File: src/rtl/read_ecall_receiver_pkg.sv
// Shared widths, state encoding and defaults for the read-ecall receive path.
package read_ecall_receiver_pkg;

  localparam int BIT_WIDTH              = 64;
  localparam int MEMORY_BITS            = 12;
  localparam int DEFAULT_TIMEOUT_CYCLES = 1000000;

  typedef enum logic [1:0] {
    ST_IDLE = 2'd0,
    ST_RECV = 2'd1,
    ST_DONE = 2'd2
  } state_e;

endpackage

File: src/rtl/read_ecall_receiver_sync_edge_detect.sv
// Synchronises the asynchronous byte bus and strobe through SYNC_STAGES flops
// and emits a single-cycle pulse on each synced strobe rising edge.
module sync_edge_detect #(
  parameter int SYNC_STAGES = 2
) (
  input  logic       clk,
  input  logic       rst,
  input  logic [7:0] data_i,
  input  logic       strobe_i,
  output logic [7:0] data_o,
  output logic       edge_o
);

  logic [7:0]             data_q [SYNC_STAGES];
  logic [SYNC_STAGES-1:0] strobe_q;
  logic                   strobe_prev_q;

  // Data and strobe share the same depth so the byte is stable when the edge fires.
  always_ff @(posedge clk) begin
    if (rst) begin
      for (int i = 0; i < SYNC_STAGES; i++) data_q[i] <= 8'd0;
      strobe_q      <= '0;
      strobe_prev_q <= 1'b0;
    end else begin
      data_q[0]   <= data_i;
      strobe_q[0] <= strobe_i;
      for (int i = 1; i < SYNC_STAGES; i++) begin
        data_q[i]   <= data_q[i-1];
        strobe_q[i] <= strobe_q[i-1];
      end
      strobe_prev_q <= strobe_q[SYNC_STAGES-1];
    end
  end

  assign data_o = data_q[SYNC_STAGES-1];
  assign edge_o = strobe_q[SYNC_STAGES-1] & ~strobe_prev_q;

endmodule

File: src/rtl/read_ecall_receiver.sv
// Receive side of the parallel byte link: stores len strobed bytes at address+offset.
// Optional idle-strobe timeout enabled with `define READ_ECALL_TIMEOUT_EN.
module read_ecall_receiver
  import read_ecall_receiver_pkg::*;
#(
  parameter int DATA_W         = BIT_WIDTH,
  parameter int ADDR_W         = MEMORY_BITS,
  parameter int SYNC_STAGES    = 2,
  parameter int TIMEOUT_CYCLES = DEFAULT_TIMEOUT_CYCLES
) (
  input  logic              clk,
  input  logic              rst,
  input  logic              read_ecall,
  input  logic [DATA_W-1:0] read_ecall_address,
  input  logic [DATA_W-1:0] read_ecall_len,
  output logic              read_ecall_finished,
  output logic [DATA_W-1:0] read_ecall_count,
  input  logic [7:0]        rx_data,
  input  logic              rx_strobe,
  output logic              rx_ready,
`ifdef READ_ECALL_TIMEOUT_EN
  output logic              rx_timeout,
`endif
  output logic              mem_wren,
  output logic [ADDR_W-1:0] mem_addr,
  output logic [DATA_W-1:0] mem_wdata
);

  function automatic logic [DATA_W-1:0] zext_byte(input logic [7:0] b);
    return {{(DATA_W-8){1'b0}}, b};
  endfunction

  logic [7:0] sync_data;
  logic       sync_edge;

  sync_edge_detect #(
    .SYNC_STAGES(SYNC_STAGES)
  ) u_sync (
    .clk     (clk),
    .rst     (rst),
    .data_i  (rx_data),
    .strobe_i(rx_strobe),
    .data_o  (sync_data),
    .edge_o  (sync_edge)
  );

  state_e            state_q,    state_d;
  logic [ADDR_W-1:0] base_q,     base_d;
  logic [DATA_W-1:0] len_q,      len_d;
  logic [DATA_W-1:0] count_q,    count_d;
  logic              finished_q, finished_d;
  logic              wren_q,     wren_d;
  logic [ADDR_W-1:0] addr_q,     addr_d;
  logic [DATA_W-1:0] wdata_q,    wdata_d;
  logic [DATA_W-1:0] count_inc;
`ifdef READ_ECALL_TIMEOUT_EN
  logic [DATA_W-1:0] tmo_cnt_q,  tmo_cnt_d;
  logic              timeout_q,  timeout_d;
`endif

  // Upper address bits are beyond the memory and intentionally dropped.
  logic unused_addr_hi;
  assign unused_addr_hi = ^read_ecall_address[DATA_W-1:ADDR_W];

  assign count_inc = count_q + DATA_W'(1);

  always_comb begin
    state_d    = state_q;
    base_d     = base_q;
    len_d      = len_q;
    count_d    = count_q;
    finished_d = finished_q;
    wren_d     = 1'b0;
    addr_d     = addr_q;
    wdata_d    = wdata_q;
`ifdef READ_ECALL_TIMEOUT_EN
    tmo_cnt_d  = tmo_cnt_q;
    timeout_d  = timeout_q;
`endif
    unique case (state_q)
      ST_IDLE: begin
        finished_d = 1'b1;
        if (read_ecall) begin
          count_d = '0;
          if (read_ecall_len != '0) begin
            base_d     = read_ecall_address[ADDR_W-1:0];
            len_d      = read_ecall_len;
            finished_d = 1'b0;
            state_d    = ST_RECV;
`ifdef READ_ECALL_TIMEOUT_EN
            tmo_cnt_d  = '0;
            timeout_d  = 1'b0;
`endif
          end
        end
      end
      ST_RECV: begin
        if (!read_ecall) begin
          finished_d = 1'b1;
          state_d    = ST_IDLE;
        end else if (sync_edge) begin
          wren_d  = 1'b1;
          addr_d  = base_q + count_q[ADDR_W-1:0];
          wdata_d = zext_byte(sync_data);
          count_d = count_inc;
`ifdef READ_ECALL_TIMEOUT_EN
          tmo_cnt_d = '0;
`endif
          if (count_inc == len_q) begin
            finished_d = 1'b1;
            state_d    = ST_DONE;
          end
        end
`ifdef READ_ECALL_TIMEOUT_EN
        else if (tmo_cnt_q >= DATA_W'(TIMEOUT_CYCLES - 1)) begin
          finished_d = 1'b1;
          timeout_d  = 1'b1;
          state_d    = ST_DONE;
        end else begin
          tmo_cnt_d = tmo_cnt_q + DATA_W'(1);
        end
`endif
      end
      ST_DONE: begin
        finished_d = 1'b1;
        if (!read_ecall) state_d = ST_IDLE;
      end
      default: state_d = ST_IDLE;
    endcase
  end

  always_ff @(posedge clk) begin
    if (rst) begin
      state_q    <= ST_IDLE;
      base_q     <= '0;
      len_q      <= '0;
      count_q    <= '0;
      finished_q <= 1'b1;
      wren_q     <= 1'b0;
      addr_q     <= '0;
      wdata_q    <= '0;
`ifdef READ_ECALL_TIMEOUT_EN
      tmo_cnt_q  <= '0;
      timeout_q  <= 1'b0;
`endif
    end else begin
      state_q    <= state_d;
      base_q     <= base_d;
      len_q      <= len_d;
      count_q    <= count_d;
      finished_q <= finished_d;
      wren_q     <= wren_d;
      addr_q     <= addr_d;
      wdata_q    <= wdata_d;
`ifdef READ_ECALL_TIMEOUT_EN
      tmo_cnt_q  <= tmo_cnt_d;
      timeout_q  <= timeout_d;
`endif
    end
  end

  assign read_ecall_finished = finished_q;
  assign read_ecall_count    = count_q;
  assign rx_ready            = (state_q == ST_RECV);
  assign mem_wren            = wren_q;
  assign mem_addr            = addr_q;
  assign mem_wdata           = wdata_q;
`ifdef READ_ECALL_TIMEOUT_EN
  assign rx_timeout          = timeout_q;
`endif

endmodule

File: config.mk
export PLATFORM = sky130hd
export DESIGN_NAME = read_ecall_receiver
export DESIGN_NICKNAME = d
export VERILOG_FILES = /design/src/rtl/read_ecall_receiver_pkg.sv /design/src/rtl/read_ecall_receiver_sync_edge_detect.sv /design/src/rtl/read_ecall_receiver.sv
export SDC_FILE = /design/constraint.sdc
export NUM_CORES = 1
export LEC_CHECK = 0
export CELL_PAD_IN_SITES_DETAIL_PLACEMENT = 0
export CELL_PAD_IN_SITES_GLOBAL_PLACEMENT = 1
export CORE_MARGIN = 2
export CORE_UTILIZATION = 38
export CTS_CLUSTER_SIZE = 40
export DETAILED_ROUTE_END_ITERATION = 10
export GPL_TIMING_DRIVEN = 0
export PLACE_DENSITY_LB_ADDON = 0.1
export SYNTH_ARGS = -nofsm -noshare
export SYNTH_HDL_FRONTEND = slang
export SYNTH_SLANG_ARGS = --single-unit
File: constraint.sdc
create_clock -name clk -period 7.6 [get_ports clk]
set_input_delay 1.14 -clock clk [delete_from_list [all_inputs] [get_ports clk]]
set_output_delay 1.14 -clock clk [all_outputs]
set_load 0.1 [all_outputs]
=== Word-level counts from Yosys, hierarchy flattened ===
Memories as Yosys holds them, arrays and structs flattened. A register that Yosys moved wholly into a read port is not among the register bits.
Index checks and enable logic that the tools add are counted.

* Logic and storage cells: 61
* Memories: 1
* Bits in writable memories: 16
* Input bits: 140
* Bits in registers: 159

{| class="wikitable"
|+ Memory list
! memory !! depth !! bits a word !! read ports !! clocked after Yosys merged registers in !! write ports !! line !! RTL
|-
| u_sync.data_q || 2 || 8 || 2 || 1 || 2 || read_ecall_receiver_sync_edge_detect.sv:14 || <nowiki>logic [7:0] data_q [SYNC_STAGES];</nowiki>
|}

* Equality and inequality tests: 10
* Reduce and logical (&&, ||, !) cells: 10
* Multiplexer cells: 23
* Add/sub/neg operators: 2
* Bitwise logic cells: 6

{| class="wikitable"
|+ Operators with widths
! cell !! number
|-
| 64-bit 2-to-1 mux || 3
|-
| 64-bit case mux with 2 select lines || 1
|-
| 64-bit by 1-bit adder with 64-bit output (second input constant) || 1
|-
| 64-bit equality test || 1
|-
| 64-bit nonzero test || 1
|-
| 8-bit 2-to-1 mux || 2
|-
| 12-bit adder || 1
|-
| 2-bit 2-to-1 mux || 6
|-
| 1-bit 2-to-1 mux || 9
|-
| 3-bit AND reduction || 3
|-
| 2-bit inequality test (second input constant) || 4
|-
| 3-bit by 2-bit inequality test with 1-bit output (second input constant) || 2
|-
| 2-bit case mux with 3 select lines || 1
|-
| 5-bit AND reduction || 1
|-
| 4-bit AND reduction || 1
|-
| 1-bit NOT || 3
|-
| 1-bit case mux with 3 select lines || 1
|-
| 3-bit nonzero test || 1
|-
| 3-bit OR reduction || 1
|-
| 2-bit by 1-bit equality test with 1-bit output (second input constant) || 1
|-
| 2-bit equality test (second input constant) || 1
|-
| 2-bit logical NOT || 1
|-
| 2-bit by 1-bit inequality test with 1-bit output (second input constant) || 1
|-
| 1-bit OR || 2
|-
| other kinds (2) || 2
|}

=== Depth between registers and ports, before layout ===
Gate-level depths: netlist of the first run.

* Word-level depth: 6
* Depth in mapped cells: 13
* Mapped depth without buffers: 13

=== Hierarchy ===
Synthesis of the first run repeated with hierarchy kept, for this count alone.

* Cell total of the unflattened synthesis: 1,356
* Area total of the unflattened synthesis: 10,869.2 µm²

{| class="wikitable"
|+ Modules (own cells, without submodules)
! module !! area each (µm²) !! sequential area each (µm²) !! cells an instance !! instances
|-
| read_ecall_receiver || 10,286.1 || 3,283.1 || 1,308 || 1
|-
| sync_edge_detect || 583.1 || 380.4 || 48 || 1
|}

=== Worst setup path before layout of the first run ===
OpenSTA, ideal clock, no wires.

* Kind: register to register
* From: reg count_q[3] (netlist: read_ecall_count[3])
* To: reg finished_q (netlist: read_ecall_finished)
* Library setup time: 0.091 ns
* Setup slack: 3.023 ns
* Cell stages (with the launch flop): 13
* Data arrival time: 4.486 ns
* Path buffers: 2
* Clock period less this slack: 4.577 ns
* Path through: dfxtp_1 buf_2 nand4_4 or4_4 buf_6 nor3_1 nand4_1 xnor2_1 or4_1 or4_4 nor4_4 nor4_1 a311oi_1

* Cells in the longest elaborated chain, start to end: 4

{| class="wikitable"
|+ RTL lines
! element !! line !! RTL
|-
| start, declared || read_ecall_receiver.sv:50 || <nowiki>logic [DATA_W-1:0] count_q, count_d;</nowiki>
|-
| start signal, assigned || read_ecall_receiver.sv:150 || <nowiki>count_q <= count_d;</nowiki>
|-
| 64-bit by 1-bit adder with 64-bit output || read_ecall_receiver.sv:65 || <nowiki>assign count_inc = count_q + DATA_W'(1);</nowiki>
|-
| 64-bit equality test || read_ecall_receiver.sv:109 || <nowiki>if (count_inc == len_q) begin</nowiki>
|-
| 3-bit by 2-bit inequality test with 1-bit output (no source line) || -- ||
|-
| 3-bit AND reduction (no source line) || -- ||
|-
| end signal, assigned || read_ecall_receiver.sv:151 || <nowiki>finished_q <= finished_d;</nowiki>
|-
| end, declared || read_ecall_receiver.sv:51 || <nowiki>logic finished_q, finished_d;</nowiki>
|}

Every way passes these cells.
A chain may end at the register's enable or synchronous reset.

=== Worst setup path after layout of the first run ===
* From: in read_ecall_len[45]
* To: reg base_q[2]

* Cells in the longest elaborated chain, start to end: 2

{| class="wikitable"
|+ RTL lines
! element !! line !! RTL
|-
| start, declared || read_ecall_receiver.sv:15 || <nowiki>input logic [DATA_W-1:0] read_ecall_len,</nowiki>
|-
| 64-bit nonzero test || read_ecall_receiver.sv:85 || <nowiki>if (read_ecall_len != '0) begin</nowiki>
|-
| 3-bit AND reduction (no source line) || -- ||
|-
| end signal, assigned || read_ecall_receiver.sv:148 || <nowiki>base_q <= base_d;</nowiki>
|-
| end, declared || read_ecall_receiver.sv:48 || <nowiki>logic [ADDR_W-1:0] base_q, base_d;</nowiki>
|}

Every way passes these cells.

==> results.yml, run 1 <==
synthesis:
  dominant_register_cell_in_the_synthesized_netlist: "sky130_fd_sc_hd__dfxtp_1"
  synthTopCellsByArea: "sky130_fd_sc_hd__dfxtp_1 (35%), sky130_fd_sc_hd__nand2_1 (9.8%), sky130_fd_sc_hd__a21oi_1 (7.2%)"
  netlist_instances: 1407
  synth_enable_flop_cells: 0
  yosysWarnings: 0
  synth_async_sr_flop_share_pct: 0
  top_cell_type_by_total_area_after_synthesis: "sky130_fd_sc_hd__dfxtp_1"
  synth.most_common_cell: "sky130_fd_sc_hd__nand2_1"
  netlist.area_leader.share_pct: 34.86
  ys_seq_elements: 183
  synth_area_per_inst_um2: 7.469
  synth_common_cells: "sky130_fd_sc_hd__nand2_1 (274), sky130_fd_sc_hd__dfxtp_1 (183), sky130_fd_sc_hd__a21oi_1 (151), sky130_fd_sc_hd__nor2_1 (99), sky130_fd_sc_hd__clkbuf_1 (80)"
  ys_types: 65
  netlist_area_um2: 10510
  synth.yosys.seq_area_share_pct: 34.86
die:
  initial_utilization_pct: 38.88
  std_cell_rows: 60
  die-height_um: 170.3
  die-area_um2: 29000
  fp.dieW_um: 170.3
  num_io_pins: 283
  core_box_area_um2: 27030
timing:
  unrepaired_setup_endpoints_after_global_routing: "no"
  max_clock_freq_ghz: 0.1888
  max_slew_margin_pct: 4.664
  post-route-min-period_ns: 5.295
  period_share_pct: 69.68
  final_max_slew_viol_count: 0
  finalSetupViolations: 0
  final_hold_viol_count: 0
  timing.setup.tns_ns: 0
  fin_skew_ns: 0.01690
  tightest_slew_ns: 1.417
  timing.final.ws_setup_ns: 2.305
  worst_hold_slack_ns: 0.4374
critical_path:
  reg2reg_from: "read_ecall_count[8]"
  critical_path.startpoint: "read_ecall_len[45]"
  worst-r2r-setup-slack_ns: 2.41
  crit_path_start_kind: "primary input"
  timing.critical_path.arrival_ns: 5.68
  reg2reg_path_depth: 13
  timing.critical_path.fanout_max: 10
  endpoint_kind: "flip-flop"
  regToRegEndpoint: "read_ecall_finished"
  worstPathRequired_ns: 7.99
  timing_worst_setup_path_type: "in2reg"
  last_element_of_the_critical_path: "base_q[2]"
power_and_ir_drop:
  worst_ir_drop_on_vdd_mv: 0.1447
  total_power_uw: 2502
  total_leakage_power_uw: 0.004843
  power_density_nw_per_um2: 184.7
clock_network:
  cts_resized: 0
  clock-sinks: 183
  clk_pin_slew_ns: 0.09
  clock_tree_from_tritoncts: "yes"
  clock_tree.root_cell: "sky130_fd_sc_hd__clkbuf_16"
  clk-insertion-delay-late_ns: 0.45
  h-tree-depth: 4
  postCtsHoldBufs: 0
  clk_path_buf_depth: 2
  cts_inserted_buffers: 17
  cts_setup_buffers: 0
global_routing:
  gr-total-overflow: 0
  grt_max_degree: 23
  grt_first_pass_wirelength_um: 64800
  grt_antenna_before_repair: 0
  number_of_global_route_vias_before_repair: 10453
  overall_routing_resource_usage_pct: 30.16
layout:
  layout_cells_sized_above_1_pct: 6.655
  final_nets: 1812
  post-route-util_pct: 50.13
  filler_cell_count: 2778
  syn2layout_area_growth_pct: 28.91
drt:
  dr.first_iter.drc_count: 970
  route.detailed.vias_per_inst: 5.500
  via_count: 11056
  drt_pre_antenna_iters: 5
  totalWireLength_um: 43790
  routedWlPerCell_um: 21.78
  drtAntennaViolNets: 0
  drc_errors: 0
placement:
  place.detailed.hpwl_um: 33540
  place.gp.congestion: 0.9660
  portBuffers: 174
  dpl_worst_slack_ns: 1.831
job:
  timing.max_cap.violations: 0
hold_path:
  worst_hold_path_type: "reg2reg"
run_status:
  outcome: "complete, no violations"
-- metal layers --
metal	routed length, um	track usage, %	vias up
li1	-	-	5338
met1	19780	41.60	5176
met2	19390	47.14	473
met3	3378	5.930	69
met4	1238	9.996	0
met5	0	0	-
-- layout by cell type, fill, tap and decap left out, types with 6 or more instances in the layout --
cell type                         count
sky130_fd_sc_hd__and4_1              10
sky130_fd_sc_hd__xor2_1              29
sky130_fd_sc_hd__buf_1                7
sky130_fd_sc_hd__ha_1                16
sky130_fd_sc_hd__a31oi_1             13
sky130_fd_sc_hd__clkdlybuf4s50_1    174
sky130_fd_sc_hd__nor3_1              36
sky130_fd_sc_hd__clkbuf_16           17
sky130_fd_sc_hd__a311oi_1            15
sky130_fd_sc_hd__clkinv_8             6
sky130_fd_sc_hd__dfxtp_1            183
sky130_fd_sc_hd__a21o_1               6
sky130_fd_sc_hd__a21oi_1            151
sky130_fd_sc_hd__nor4_1              42
sky130_fd_sc_hd__buf_2                9
sky130_fd_sc_hd__xnor2_1             69
sky130_fd_sc_hd__or4_1               12
sky130_fd_sc_hd__or3_1                8
sky130_fd_sc_hd__nand3_1             36
sky130_fd_sc_hd__o21ai_0             56
sky130_fd_sc_hd__clkbuf_1            80
sky130_fd_sc_hd__conb_1              56
sky130_fd_sc_hd__nand4_1             44
sky130_fd_sc_hd__and2_1              10
sky130_fd_sc_hd__a22oi_1              6
sky130_fd_sc_hd__nor2_1              99
sky130_fd_sc_hd__nand2_1            274
sky130_fd_sc_hd__nor2b_1             27
sky130_fd_sc_hd__buf_4               57
sky130_fd_sc_hd__and3_1              14
sky130_fd_sc_hd__a211oi_1            11
sky130_fd_sc_hd__inv_1               18
-- sequential cells by signal (all words and copies together) (netlist names) --
register              cells
read_ecall_count         64
mem_wren                  1
mem_wdata                 8
u_sync.strobe_q           2
state_q                   2
mem_addr                 12
len_q                    64
base_q                   12
read_ecall_finished       1
u_sync.data_q            16
u_sync.strobe_prev_q      1
-- cells by family (layout without fill, tap and decap cells) --
family                     Yosys count  count (layout)  synth area share, %
and+or+nand+nor                    640             640                29.72
buffers and inverters              172             378                8.358
AOI/OAI and AO/OA                  294             294                16.45
xor gates and xnor gates            99              99                8.382
muxes                                1               1              0.09525
other                                1              57              0.03568
adders and majority gates           17              17                2.095
DFF                                183             183                34.86
-- through the flow --
stage	cells	instance area, um^2
final	2010	13550
after floorplan	1462	10720
after global routing	2009	13540
after detailed placement	1977	12880
after CTS	2009	13540
after global placement	1977	12880
-- power breakdown --
part           switching, uW  internal (uW)
clock                    510            494
combinational            328            146
sequential              30.7            994
-- cell type report --
cell class                      instances  area, um^2  share of cell area, %
Buffer                                154       810.8                  5.985
Tap cell                              341       426.7                  3.150
Inverter                               18       67.56                 0.4988
Antenna cell                            1       2.502                0.01847
Sequential cell                       183        3664                  27.04
Multi-Input combinational cell       1107        6173                  45.57
Clock inverter                         15       235.2                  1.736
Timing Repair Buffer                  174        1742                  12.86
Clock buffer                           17       425.4                  3.140
-- worst min-delay path by stage --
stage,depth (start not counted),slack [ns],startpoint,endpoint
final,2,0.44,u_sync.data_q[1][0],mem_wdata[0]
after global routing,1,0.45,u_sync.data_q[0][3],u_sync.data_q[1][3]
after CTS,2,0.44,u_sync.data_q[1][0],mem_wdata[0]
after detailed placement,1,0.42,u_sync.data_q[0][2],u_sync.data_q[1][2]
after global placement,1,0.42,u_sync.data_q[0][5],u_sync.data_q[1][5]
after floorplan,1,0.41,u_sync.data_q[0][0],u_sync.data_q[1][0]
-- worst max-delay path, cell delays in order --
cell and delay (ns):
sky130_fd_sc_hd__clkdlybuf4s50_1 0.42, sky130_fd_sc_hd__nor4_1 1.18, sky130_fd_sc_hd__nand4_1 0.39, sky130_fd_sc_hd__nor4_1 0.77, sky130_fd_sc_hd__or2_2 0.23, sky130_fd_sc_hd__clkbuf_1 0.23, sky130_fd_sc_hd__clkbuf_1 0.54, sky130_fd_sc_hd__buf_1 0.51
sky130_fd_sc_hd__nand2_1 0.11, sky130_fd_sc_hd__a21oi_1 0.15
No activity file was read; power rests on OpenSTA's default activity.
==> run 2: changes to the inputs <==
CORE_UTILIZATION = 32   (was 38)
clock period = 4.69 ns   (was 7.6 ns; I/O delays follow)
==> run 2 against run 1 <==
  * Clock power increased by 62%
  * Global-route usage fell by 3.5 points
  * Sequential power rose by 63%
  * Flip-flop and latch count unchanged
  * Largest cell class unchanged
  * Routed wire length up 4.5%
  * Critical endpoint is now read_ecall_finished
  * Register-to-register slack lost 2.3 ns
  * Highest routed layer unchanged
==> results.yml, run 2 (synthesis gave the netlist of run 1 again) <==
run_status:
  outcome: "complete, no violations"
drt:
  route.detailed.vias_per_inst: 5.176
  drtAntennaViolNets: 0
  drc_errors: 0
  via_count: 10948
  totalWireLength_um: 45750
  drt_pre_antenna_iters: 6
  routedWlPerCell_um: 21.63
  dr.first_iter.drc_count: 950
timing:
  tightest_slew_ns: 1.077
  finalSetupViolations: 0
  timing.final.ws_setup_ns: 0.1450
  post-route-min-period_ns: 4.545
  final_max_slew_viol_count: 0
  max_clock_freq_ghz: 0.2200
  worst_hold_slack_ns: 0.4398
  period_share_pct: 96.91
  final_hold_viol_count: 0
  unrepaired_setup_endpoints_after_global_routing: "no"
  max_slew_margin_pct: 27.96
  fin_skew_ns: 0.01594
global_routing:
  grt_antenna_before_repair: 0
  grt_first_pass_wirelength_um: 66650
  gr-total-overflow: 0
  grt_max_degree: 21
  overall_routing_resource_usage_pct: 26.69
  number_of_global_route_vias_before_repair: 10368
placement:
  portBuffers: 174
  place.detailed.hpwl_um: 35180
  dpl_worst_slack_ns: -0.6908
  place.gp.congestion: 0.9468
  placement.cell_area_um2: 13010
  dpl.cell_count: 2078
clock_network:
  clock_tree_from_tritoncts: "yes"
  h-tree-depth: 4
  cts_inserted_buffers: 17
  clock_tree.root_cell: "sky130_fd_sc_hd__clkbuf_16"
  clk_path_buf_depth: 2
  postCtsHoldBufs: 0
  clk_pin_slew_ns: 0.09
  clock-sinks: 183
  clk-insertion-delay-late_ns: 0.45
critical_path:
  critical_path.slowest_cell: "sky130_fd_sc_hd__or4_4"
  dominant_delay_contributor_by_cell_family_on_the_critical_path: "simple AND/OR/NAND/NOR gates"
  timing.critical_path.fanout_max: 9
  endpoint_kind: "flip-flop"
  crit_path_cell_trace: "buf_2, nand4_1, or4_1, clkbuf_1, nor4_2, xnor2_1, nand4_1, or4_1, or4_4, nor4_4, buf_4, nor4_1, a311oi_1"
  timing.critical_path.arrival_ns: 4.90
  worstPathRequired_ns: 5.05
  crit_path_start_kind: "flip-flop"
  cp.buffers_inverters: 3
  critical-path-max-stage-delay_ns: 0.55
  timing_worst_setup_path_type: "reg2reg"
die:
  std_cell_rows: 66
  die-height_um: 185.2
  die-area_um2: 34310
  fp.dieW_um: 185.2
  core_box_area_um2: 32450
  initial_utilization_pct: 32.38
  num_io_pins: 283
layout:
  final_cell_mix: "sky130_fd_sc_hd__nand2_1 (274), sky130_fd_sc_hd__dfxtp_1 (180), sky130_fd_sc_hd__clkdlybuf4s50_1 (174)"
  n_antenna_cell: 0
  final_nets: 1817
  layout_cells_sized_above_1_pct: 7.591
  finish.cell_count_without_fillers: 2115
  syn2layout_area_growth_pct: 31.12
  final_cell_area_um2: 13780
  final_common_cell: "sky130_fd_sc_hd__nand2_1"
power_and_ir_drop:
  total_leakage_power_uw: 0.004921
  worst_ir_drop_on_vdd_mv: 0.2347
  power_density_nw_per_um2: 294.1
hold_path:
  worst_hold_path_type: "reg2reg"
job:
  timing.max_cap.violations: 0
[run 2: changes by cell type in the layout (fill, tap and decap cells not counted), sizes merged]
cell / change
buf: +5
bufinv: +1
clkinv: +1
clkinvlp: +1
diode: -1
inv: -3
[run 2: report_power, final]
group / leakage [uW] / internal [uW] / total [uW] / switching [uW]
logic: 0.00312 / 237 / 771 / 534
clock network: 0.000313 / 832 / 1620 / 788
registers: 0.00149 / 1610 / 1660 / 50.4
total: 0.00492 / 2680 / 4050 / 1370
[run 2: path summary, 6_finish.rpt]
path / depth (start not counted) / slack (ns) / end / start
hold / removal: 2 / 0.44 / mem_wdata[3] / u_sync.data_q[1][3]
hold reg to reg: 2 / 0.44 / mem_wdata[3] / u_sync.data_q[1][3]
setup reg to reg: 13 / 0.15 / read_ecall_finished / read_ecall_count[7]
setup / recovery: 13 / 0.15 / read_ecall_finished / read_ecall_count[7]
[run 2: what timing repair did]
action                                  4_1_cts  5_1_grt
buffers inserted                              1        4
cloned                                        0        0
resized for setup                             8        6
pin swaps                                     1        2
endpoints found under the setup margin       43        3
[run 2: layer usage]
layer	GRT usage, %	share of wire, %
met2	41.94	44
met4	7.905	2.7
met5	0	0
met1	36.85	46
met3	5.250	6.7
[run 2: cell type report]
| cell class | count | area, um^2 |
|---|---|---|
| fill | 3445 | 18670 |
| multi-input combinational | 1107 | 6243 |
| sequential | 183 | 3667 |
| timing repair buffer | 179 | 1779 |
| buffer | 154 | 810.8 |
| tap | 442 | 553.0 |
| clock buffer | 17 | 425.4 |
| clock inverter | 15 | 232.7 |
| inverter | 18 | 67.56 |
[run 2: worst min-delay path, delay by kind of cell, from the launching register on]
family / cells / cell delay (ns)
flops: 1 / 0.30
simple gates: 1 / 0.04
compound gates: 1 / 0.05
[run 2: through the flow]
step | setup TNS [ns] | power, uW | util (%)
5_1_grt | 0 | 4188 | 42.46
6_report | 0 | 4052 | 42.46
3_3_place_gp | -23.99 | 2459 | 40.09
4_1_cts | 0 | 4078 | 42.28
3_5_place_dp | -25.40 | 2460 | 40.09
2_1_floorplan | 0 | 2210 | -
==> run 3: changes to the inputs <==
CORE_UTILIZATION = 35   (was 32)
clock period = 4.8 ns   (was 4.69 ns; I/O delays follow)
==> run 3 against run 2 <==
  * Final area is 0.62% lower
  * Register-to-register slack better by 0.07 ns
  * Sequential share of layout area grew 0.14 points
  * Flip-flop and latch count stayed put
  * Core utilization rose by 3.7 points
  * First-iteration DRC count up 1.7%
  * Setup slack better by 0.070 ns
  * Routed wire length is 2.4% lower
  * Highest routed layer unchanged
==> results.yml, run 3 (synthesis gave the netlist of run 1 again) <==
hold_path:
  holdPathStages: 2
  hold_start: "u_sync.data_q[1][2]"
  whs_endpoint: "mem_wdata[2]"
  worst_hold_path_type: "reg2reg"
timing:
  post-route-min-period_ns: 4.585
  finalSetupViolations: 0
  max_slew_margin_pct: 28.83
  final_max_slew_viol_count: 0
  timing.setup.tns_ns: 0
  unrepaired_setup_endpoints_after_global_routing: "no"
  fin_skew_ns: 0.01651
  max_clock_freq_ghz: 0.2181
  tightest_slew_ns: 1.064
  worst_hold_slack_ns: 0.4379
  period_share_pct: 95.51
  final_hold_viol_count: 0
die:
  initial_utilization_pct: 35.46
  std_cell_rows: 63
  fp.dieW_um: 177.3
  die-height_um: 177.3
  num_io_pins: 283
  core_box_area_um2: 29640
  die-area_um2: 31430
critical_path:
  worst-r2r-setup-slack_ns: 0.22
  reg2reg_from: "read_ecall_count[0]"
  regToRegEndpoint: "read_ecall_finished"
  timing_worst_setup_path_type: "reg2reg"
  reg2reg_path_depth: 12
  timing.critical_path.fanout_max: 10
  crit_path_start_kind: "flip-flop"
  worstPathRequired_ns: 5.16
  endpoint_kind: "flip-flop"
  timing.critical_path.arrival_ns: 4.94
  critical_path.startpoint: "read_ecall_count[0]"
clock_network:
  postCtsHoldBufs: 0
  clock-sinks: 183
  cts_inserted_buffers: 17
  clock_tree_from_tritoncts: "yes"
  h-tree-depth: 4
  clk-insertion-delay-late_ns: 0.45
  clk_path_buf_depth: 2
  clock_tree.root_cell: "sky130_fd_sc_hd__clkbuf_16"
  clk_pin_slew_ns: 0.09
placement:
  place.detailed.hpwl_um: 34230
  place.gp.congestion: 0.9825
  portBuffers: 174
drt:
  route.detailed.vias_per_inst: 5.348
  totalWireLength_um: 44650
  drt_pre_antenna_iters: 7
  drtAntennaViolNets: 0
  routedWlPerCell_um: 21.65
  via_count: 11028
  dr.first_iter.drc_count: 966
  drc_errors: 0
global_routing:
  gr-total-overflow: 0
  grt_first_pass_wirelength_um: 65460
  grt_antenna_before_repair: 1
  grt_max_degree: 23
  overall_routing_resource_usage_pct: 28.24
  number_of_global_route_vias_before_repair: 10233
layout:
  syn2layout_area_growth_pct: 30.31
  post-route-util_pct: 46.20
  final_cell_mix: "sky130_fd_sc_hd__nand2_1 (274), sky130_fd_sc_hd__dfxtp_1 (183), sky130_fd_sc_hd__clkdlybuf4s50_1 (174)"
  layout_cells_sized_above_1_pct: 7.297
  filler_cell_count: 3060
  final_common_cell: "sky130_fd_sc_hd__nand2_1"
  final_nets: 1816
  n_antenna_cell: 0
power_and_ir_drop:
  worst_ir_drop_on_vdd_mv: 0.1897
  total_leakage_power_uw: 0.004916
  power_density_nw_per_um2: 288.4
run_status:
  outcome: "complete, no violations"
job:
  timing.max_cap.violations: 0
[run 3: changes by cell type in the layout (fill, tap and decap cells not counted), sizes merged]
cell and delta:
bufinv -1, clkinvlp -1, clkinv -3, inv +5
buf -1
[run 3: report_power, final]
group          total [uW]  leakage (uW)  internal [uW]  switching (uW)
sequential           1620       0.00149           1570            48.7
combinational         749       0.00311            231             517
clock                1580      0.000314            782             795
[run 3: through the flow]
| stage | total power [uW] | cell area [um^2] | worst slack [ns] | std cells |
|---|---|---|---|---|
| final | 3949 | 13690 | 0.2153 | 2062 |
| after global routing | 4089 | 13690 | 0.01651 | 2062 |
| after CTS | 3973 | 13620 | 0.04683 | 2058 |
| after detailed placement | 2400 | 12940 | -0.5864 | 2026 |
| after global placement | 2397 | 12940 | -0.5799 | 2026 |
| after floorplan | 2159 | 10720 | 0.2233 | 1462 |
[run 3: how the worst max path moves through the flow]
stage	to	slack, ns	depth (start not counted)
final	read_ecall_finished	0.22	12
after detailed placement	base_q[2]	-0.59	10
after global routing	read_ecall_finished	0.02	12
after global placement	base_q[6]	-0.58	10
after floorplan	read_ecall_finished	0.22	12
after CTS	read_ecall_finished	0.05	11
[run 3: area by class of cell]
class	instances	area [um^2]	area share [%]
inverter	18	67.56	0.4934
multi-input combinational	1107	6237	45.55
sequential	183	3664	26.75
buffer	154	810.8	5.921
tap	390	488.0	3.563
clock buffer	17	425.4	3.106
timing repair buffer	178	1772	12.94
clock inverter	15	230.2	1.681
[run 3: critical path, stage by stage (launching register included)]
cell,delay [ns]
sky130_fd_sc_hd__dfxtp_1,0.63
sky130_fd_sc_hd__nand4_4,0.26
sky130_fd_sc_hd__or4_4,0.58
sky130_fd_sc_hd__buf_6,0.17
sky130_fd_sc_hd__nor3_4,0.34
sky130_fd_sc_hd__buf_2,0.36
sky130_fd_sc_hd__nand3_1,0.22
sky130_fd_sc_hd__xnor2_2,0.33
sky130_fd_sc_hd__nand4_1,0.20
sky130_fd_sc_hd__or4_4,0.59
sky130_fd_sc_hd__nor4_4,0.48
sky130_fd_sc_hd__nor4_1,0.09
sky130_fd_sc_hd__a311oi_1,0.24
[run 3: timing repair]
item,CTS,global route
setup endpoints to repair,13,3
gates resized for setup,3,7
pin swaps,0,2
buffers inserted,0,4
[run 3: routing by layer]
metal	GRT usage, %	vias to the layer above	wire length [um]	part of all wire, %
met5	0	-	0	0
met4	9.085	0	1284	2.9
met3	4.210	68	3255	7.3
met2	44.11	492	19800	44
met1	39.84	5142	20310	45
li1	-	5326	-	-
